<file path="src/rtl/alu_exec_unit.sv">
`timescale 1ns/1ps
// alu_exec_unit: EX-stage ALU. Decodes the main-control op (uc) and the R-type
// funct field, then executes on operands captured at acceptance.
// Single-cycle ops deliver one cycle after acceptance. MULTU runs a shift-add
// loop for WIDTH cycles and produces a 2*WIDTH-bit product.
//
// state | meaning
// IDLE  | ready for a new op (subject to output backpressure)
// MUL   | iterative unsigned multiply in progress, in_ready held low
module alu_exec_unit #(
    parameter int WIDTH  = 32,
    parameter bit MUL_EN = 1'b1
) (
    input  logic             clk,
    input  logic             rst_n,
    input  logic             in_valid,
    output logic             in_ready,
    input  logic [2:0]       uc,
    input  logic [5:0]       funct,
    input  logic [WIDTH-1:0] a,
    input  logic [WIDTH-1:0] b,
    output logic             out_valid,
    input  logic             out_ready,
    output logic [WIDTH-1:0] result,
    output logic [WIDTH-1:0] result_hi,
    output logic             zero,
    output logic             illegal,
    output logic             busy
);

    localparam int SW = $clog2(WIDTH);
    localparam int CW = SW + 1;

    typedef enum logic {
        IDLE = 1'b0,
        MUL  = 1'b1
    } state_t;

    typedef enum logic [3:0] {
        OP_ADD, OP_SUB, OP_AND, OP_OR, OP_XOR, OP_NOR, OP_SLT, OP_SLTU,
        OP_SLL, OP_SRL, OP_SRA, OP_MULTU, OP_ILL
    } op_t;

    state_t           state_q, state_d;
    op_t              op_dec;
    logic [WIDTH-1:0] alu_res;
    logic [SW-1:0]    shamt;
    logic             accept, deliver, mul_last;

    logic [WIDTH-1:0] mcand_q, acc_hi_q, acc_lo_q;
    logic [CW-1:0]    cnt_q;
    logic [WIDTH:0]   step_sum;
    logic [WIDTH-1:0] step_hi, step_lo;

    assign shamt   = b[SW-1:0];
    assign accept  = in_valid && in_ready;
    assign deliver = out_valid && out_ready;

    // Decode uc/funct into an internal op; anything unrecognised is illegal.
    always_comb begin
        op_dec = OP_ILL;
        case (uc)
            3'b000: op_dec = OP_ADD;
            3'b001: op_dec = OP_SUB;
            3'b010: op_dec = OP_AND;
            3'b011: op_dec = OP_OR;
            3'b100: op_dec = OP_SLT;
            3'b111: begin
                case (funct)
                    6'b100000: op_dec = OP_ADD;
                    6'b100010: op_dec = OP_SUB;
                    6'b100100: op_dec = OP_AND;
                    6'b100101: op_dec = OP_OR;
                    6'b100110: op_dec = OP_XOR;
                    6'b100111: op_dec = OP_NOR;
                    6'b101010: op_dec = OP_SLT;
                    6'b101011: op_dec = OP_SLTU;
                    6'b000000: op_dec = OP_SLL;
                    6'b000010: op_dec = OP_SRL;
                    6'b000011: op_dec = OP_SRA;
                    6'b011001: op_dec = MUL_EN ? OP_MULTU : OP_ILL;
                    default:   op_dec = OP_ILL;
                endcase
            end
            default: op_dec = OP_ILL;
        endcase
    end

    // Single-cycle result; illegal and MULTU fall through to zero here.
    always_comb begin
        alu_res = '0;
        case (op_dec)
            OP_ADD:  alu_res = a + b;
            OP_SUB:  alu_res = a - b;
            OP_AND:  alu_res = a & b;
            OP_OR:   alu_res = a | b;
            OP_XOR:  alu_res = a ^ b;
            OP_NOR:  alu_res = ~(a | b);
            OP_SLT:  alu_res = {{(WIDTH-1){1'b0}}, $signed(a) < $signed(b)};
            OP_SLTU: alu_res = {{(WIDTH-1){1'b0}}, a < b};
            OP_SLL:  alu_res = a << shamt;
            OP_SRL:  alu_res = a >> shamt;
            OP_SRA:  alu_res = $signed(a) >>> shamt;
            default: alu_res = '0;
        endcase
    end

    // One shift-add step: add the multiplicand when the low multiplier bit is
    // set, then shift the {carry, hi, lo} product right by one.
    always_comb begin
        step_sum = {1'b0, acc_hi_q} + (acc_lo_q[0] ? {1'b0, mcand_q} : {(WIDTH+1){1'b0}});
        step_hi  = step_sum[WIDTH:1];
        step_lo  = {step_sum[0], acc_lo_q[WIDTH-1:1]};
    end

    // State register.
    always_ff @(posedge clk or negedge rst_n) begin
        if (!rst_n) state_q <= IDLE;
        else        state_q <= state_d;
    end

    // Next-state logic.
    always_comb begin
        state_d = state_q;
        case (state_q)
            IDLE:    if (accept && op_dec == OP_MULTU) state_d = MUL;
            MUL:     if (mul_last) state_d = IDLE;
            default: state_d = IDLE;
        endcase
    end

    // FSM outputs: handshake readiness, busy flag and final-step strobe.
    always_comb begin
        in_ready = (state_q == IDLE) && (!out_valid || out_ready);
        busy     = (state_q == MUL);
        mul_last = (state_q == MUL) && (cnt_q == CW'(1));
    end

    // Multiply datapath: operands captured on entry, down-counter of steps.
    always_ff @(posedge clk or negedge rst_n) begin
        if (!rst_n) begin
            mcand_q  <= '0;
            acc_hi_q <= '0;
            acc_lo_q <= '0;
            cnt_q    <= '0;
        end else if (accept && op_dec == OP_MULTU) begin
            mcand_q  <= a;
            acc_lo_q <= b;
            acc_hi_q <= '0;
            cnt_q    <= CW'(WIDTH);
        end else if (state_q == MUL) begin
            acc_hi_q <= step_hi;
            acc_lo_q <= step_lo;
            cnt_q    <= cnt_q - 1'b1;
        end
    end

    // Output registers: load on single-cycle accept or final multiply step,
    // otherwise hold; out_valid drops only when the consumer takes the result.
    always_ff @(posedge clk or negedge rst_n) begin
        if (!rst_n) begin
            out_valid <= 1'b0;
            result    <= '0;
            result_hi <= '0;
            zero      <= 1'b0;
            illegal   <= 1'b0;
        end else if (accept && op_dec != OP_MULTU) begin
            out_valid <= 1'b1;
            result    <= alu_res;
            result_hi <= '0;
            zero      <= (alu_res == '0);
            illegal   <= (op_dec == OP_ILL);
        end else if (mul_last) begin
            out_valid <= 1'b1;
            result    <= step_lo;
            result_hi <= step_hi;
            zero      <= (step_lo == '0);
            illegal   <= 1'b0;
        end else if (deliver) begin
            out_valid <= 1'b0;
        end
    end

endmodule
</file>
<file path="config.mk">
export PLATFORM = sky130hd
export DESIGN_NAME = alu_exec_unit
export DESIGN_NICKNAME = d
export VERILOG_FILES = /design/src/rtl/alu_exec_unit.sv
export SDC_FILE = /design/constraint.sdc
export NUM_CORES = 1
export LEC_CHECK = 0
export ABC_AREA = 1
export CAP_MARGIN = 20
export CORE_UTILIZATION = 55
export DETAILED_ROUTE_END_ITERATION = 10
export HOLD_SLACK_MARGIN = 0.03
export PLACE_DENSITY = 0.83
export SLEW_MARGIN = 0
export SYNTH_ARGS = -nofsm -noshare
export SYNTH_HDL_FRONTEND = slang
export SYNTH_SLANG_ARGS = --single-unit
</file>
<file path="constraint.sdc">
create_clock -name clk -period 2.85 [get_ports clk]
set_input_delay 0.7125 -clock clk [delete_from_list [all_inputs] [get_ports clk]]
set_output_delay 0.7125 -clock clk [all_outputs]
set_load 0.03 [all_outputs]
</file>
==> metrics.txt, run 1 <==
status=aborted with a tool error; Stop stage=global routing (5_1_grt); Run Error=[ERROR GRT-0232] Routing congestion too high. Check the congestion heatmap in the GUI.; count of input and output buffers=145; Post-synth EDFFs=0; IO Pins=146; DP HPWL=74.52 mm; top_reg_cell synth=dfrtp_1; Worst End Pin Type=register data pin; GRT worst endpoint=acc_hi_q[19]$_DFFE_PN0P_/D; Cell variety after synth=45; largest net degree at the start of global routing=68; grt ovf=between 500 and 600; initial cell density of the core=56.18%; total CTS buffers=17; GPL Wtd Cong=1.186; Sink Count=170; clock tree buffer depth=2; area leader, netlist=dfrtp_1; die height=190.5 um; register area share after synthesis=21.76%; Mapped Area=19550 um2; syn nets=between 3000 and 4000; GR Util All Layers=88.78%; synthesized flop and latch total=170; Synth warnings=0; CTS root buffer=clkbuf_16; die extent in x=190.5 um; syn avg cell area=approximately 5.8 um2; FP Rows=68; Post-Syn Instances=about 3300; H-tree lvl count=4; fraction of registers with async set/reset=100.0%; CTS hold repair buffers=0; top cell type's share of synthesized area=a little over a fifth; top post-synthesis cells by area=dfrtp_1 22%, nand2_1 21%, nand3_1 12%, ha_1 8.4%, inv_1 7.2%
Yosys cell counts, types with 6 or more instances:
cell type / n
buf_1: 22
nand3b_1: 9
nor4_1: 6
dfrtp_1: 170
nand4_1: 44
nor3_1: 18
o211ai_1: 41
a22oi_1: 8
a21oi_1: 143
nor2_2: 6
ha_1: 131
a32o_1: 11
xnor2_1: 14
o221ai_1: 19
inv_2: 8
inv_1: 374
a22o_1: 10
or2_2: 8
xor2_1: 38
nand2_1: 1090
o21ai_0: 224
o21bai_1: 13
clkbuf_1: 77
nand3_1: 451
buf_2: 65
nor2_1: 305
metal layers:
metal | GRT overflow | GRT usage [%]
met5 | 4 | 59.48
met4 | 176 | 91.48
met2 | 308 | 101.5
met1 | 33 | 86.12
met3 | 26 | 78.56
logic make-up after synthesis:
logic type,count (synthesis),share of synthesized area (%)
multiplexers,1,0.05120
buffers and inverters,548,10.98
flip-flops,170,21.76
adder cells (fa/ha/maj),134,8.691
XOR/XNOR,52,2.329
AND/OR/NAND/NOR,1947,41.57
AO/OA/AOI/OAI,495,14.63
through the flow:
stage          worst slack (ps)  util [%]  cells  area (um2)  hold WS, ps
2_1_floorplan            -235.3         -   3347       19700        416.9
3_3_place_gp              -1170     74.92   4413       26070        459.8
3_5_place_dp              -1224     74.92   4413       26070        469.7
4_1_cts                  -41.16     82.67   4520       28770        244.2
repair_timing:
item	in CTS
setup buffers	75
setup endpoints to repair	151
gates resized for setup	565
pin swaps	153
gates cloned	2
==> run 2, diff against run 1 <==
--- a/config.mk
+++ b/config.mk
@@ -7,10 +7,9 @@
 export LEC_CHECK = 0
 export ABC_AREA = 1
 export CAP_MARGIN = 20
-export CORE_UTILIZATION = 55
+export CORE_UTILIZATION = 40
 export DETAILED_ROUTE_END_ITERATION = 10
-export HOLD_SLACK_MARGIN = 0.03
-export PLACE_DENSITY = 0.83
+export PLACE_DENSITY_LB_ADDON = 0.15
 export SLEW_MARGIN = 0
 export SYNTH_ARGS = -nofsm -noshare
 export SYNTH_HDL_FRONTEND = slang
==> constraint.sdc (replaced) <==
create_clock -name clk -period 3.7 [get_ports clk]
set_input_delay 0.925 -clock clk [delete_from_list [all_inputs] [get_ports clk]]
set_output_delay 0.925 -clock clk [all_outputs]
set_load 0.03 [all_outputs]
==> run 2 against run 1 <==
  * The flow now finishes, with violations (setup timing)
  * Area after synthesis is the same
  * Synthesized cell count is the same
==> metrics.txt, run 2 <==
status=finished with violations; failing checks=setup timing; Sink Count=170; fin nets=4169; vias in the first global route=24120; Worst Hold Margin=480.4 ps; CTS tree=built; syn avg cell area=5.841 um2; Worst-path clk slew=about 80 ps; antenna-violating nets left=0; Worst Path Required=4080 ps; Detailed Route WL=97.96 mm; commonest non-fill, non-tap cell in the layout=nand2_1; FP Rows=80; routed via count divided by cell count=5.540; syn nets=~3600; Setup crit start kind=input pin; total power=7.186 mW; DP HPWL=between 80 and 90 mm; crit path kind=in -> reg; fraction of registers with async set/reset=100.0%; initial cell density of the core=40.78%; initial antenna violation count=2; worst-skew pair later-pin latency=450 ps; fraction of layout instances using a drive strength above 1=18.77%; DRC viols=0; worst path cell trace=clkdlybuf4s50_1 -> inv_1 -> nor2_1 -> nand2_1 -> o21ai_2 -> nor2_2 -> buf_4 -> o21ai_4 -> nor2_4 -> inv_2 -> nor2_1 -> buf_4 -> buf_12 -> nand2_1 -> nand3_1 -> buf_4 -> nor2_1 -> nand2_1 -> nor2_1 -> nand4_1 -> nor2_1 -> nand2_1 -> a21oi_1; most common cell in the netlist=nand2_1; first-pass GRT wire length=145.3 mm; CTS hold repair buffers=0; fin util=56.07%; register area share after synthesis=21.76%; Synth warnings=0; count of input and output buffers=145; Mapped Area=19550 um2; IR drop worst, VDD=340.8 uV; Static Leak=14.60 nW; Layout fillers=around 5000; Layout area overhead=37.50%; CTS root buffer=clkbuf_16; H-tree lvl count=4; GR Util All Layers=38.84%; Final Hold Viols=0; Slew headroom=33.56%; Post-synth EDFFs=0; total CTS buffers=17; Hold Crit Class=reg -> reg; commonest cells in the netlist=1090 x nand2_1, 451 x nand3_1, 374 x inv_1; top post-synthesis cells by area=dfrtp_1 22%, nand2_1 21%, nand3_1 12%, ha_1 8.4%, inv_1 7.2%; top cell type's share of synthesized area=21.76%; Max Clk Rate=267.7 MHz; vias post-DR=25410; CP max-delay cell=clkdlybuf4s50_1; top_reg_cell synth=dfrtp_1; Cell variety after synth=45; PwrDens=between 200 and 300 nW/um2; die height=223.1 um; initial drt markers=~3100; final worst path period need=3736 ps; final non-filler cell total=4587; largest net degree at the start of global routing=74; Placed Area=26000 um2; Crit path largest cell delay=around 500 ps; GPL Wtd Cong=1.051; # Max-Cap Violations=0; final setup fails=1; DR WL/cell=about 21 um; Final Skew=around 11 ps; WP data arrival=~4000 ps; nature of the critical path endpoint=flip-flop; area leader, netlist=dfrtp_1; actual slew at the worst max-slew pin=995.5 ps; Die Footprint=roughly 50000 um2; Pins Over Slew Limit=0; IO Pins=about 150; Pre-antenna DRT Iters=6; clock tree buffer depth=2; die extent in x=223.1 um; finished layout cell area=26880 um2; r2r setup slk=330 ps; Cells after DPL=4551; most frequent cells in the layout=1086 x nand2_1, 580 x buf_4, 441 x nand3_1, 370 x inv_1, 282 x nor2_1; Worst Path Max Fanout=12; grt ovf=0; crit share post-route=101.0%; Core Area=47950 um2; CP most frequent cell=nor2_1; RSZ-0062 raised after global routing=true; Final Worst Setup Slack=-36.01 ps; Post-Syn Instances=3347; synthesized flop and latch total=170
==> run 2: layer usage <==
metal	share of wire, %	up-vias	track usage (%)
met5	0	-	0
met3	9.1	209	7.481
met1	42	11870	50.97
met4	6.3	0	21.74
li1	-	12090	-
met2	43	1240	59.71
==> run 2: repair_timing <==
action	4_1_cts	5_1_grt
pin swaps	2	5
setup endpoints to repair	3	25
buffers inserted	2	1
resized for setup	26	60
==> run 2: where the power goes <==
group	leakage [nW]	internal [mW]	switching, mW
clock network	0.280	0.961	0.814
registers	2.28	1.98	0.0848
logic	12.0	1.33	2.01
==> run 2: area by class of cell <==
type	instances	area [um2]	share of cell area [%]
Multi-Input combinational cell	2629	13420	49.93
Antenna cell	2	5.005	0.01862
Clock inverter	13	137.6	0.5120
Inverter	383	1438	5.348
Timing Repair Buffer	757	6417	23.87
Sequential cell	170	4254	15.83
Clock buffer	18	439.2	1.634
Tap cell	615	769.5	2.862
==> run 2: metrics by stage <==
stage / setup WS (ps) / setup TNS, ps
5_1_grt: -165.7 / -165.7
6_report: -36.01 / -36.01
3_3_place_gp: -737.8 / -9629
4_1_cts: 1.698 / 0
2_1_floorplan: 0.2642 / 0
3_5_place_dp: -662.8 / -12980
==> run 2: worst max-delay path: cells and delay by family <==
kind                   cells  cell delay (ps)
buffers and inverters      7             1330
AOI/OAI and AO/OA          3              440
and+or+nand+nor           13             1380
==> run 2: logic make-up (layout without fill, tap and decap cells) <==
| group | after synthesis | after routing | share of synthesized area [%] |
|---|---|---|---|
| AND/OR/NAND/NOR | 1947 | 1947 | 41.57 |
| flip-flops | 170 | 170 | 21.76 |
| other | 0 | 2 | 0 |
| multiplexers | 1 | 1 | 0.05120 |
| buffers and inverters | 548 | 1171 | 10.98 |
| AO/OA/AOI/OAI | 495 | 495 | 14.63 |
| XOR/XNOR | 52 | 52 | 2.329 |
| adder cells (fa/ha/maj) | 134 | 134 | 8.691 |
==> run 2: worst paths after layout <==
path	from	to	depth (start not counted)
hold reg to reg	result_hi[30]$_DFFE_PN0P_	result_hi[30]$_DFFE_PN0P_	2
hold / removal	result_hi[30]$_DFFE_PN0P_	result_hi[30]$_DFFE_PN0P_	2
setup / recovery	funct[2]	zero$_DFFE_PN0P_	23
setup reg to reg	acc_lo_q[0]$_DFFE_PN0P_	result_hi[22]$_DFFE_PN0P_	16
max in group asynchronous	rst_n	acc_lo_q[25]$_DFFE_PN0P_	2
min in group asynchronous	rst_n	result_hi[21]$_DFFE_PN0P_	1
Note: power is estimated with default switching activity, not from simulation.
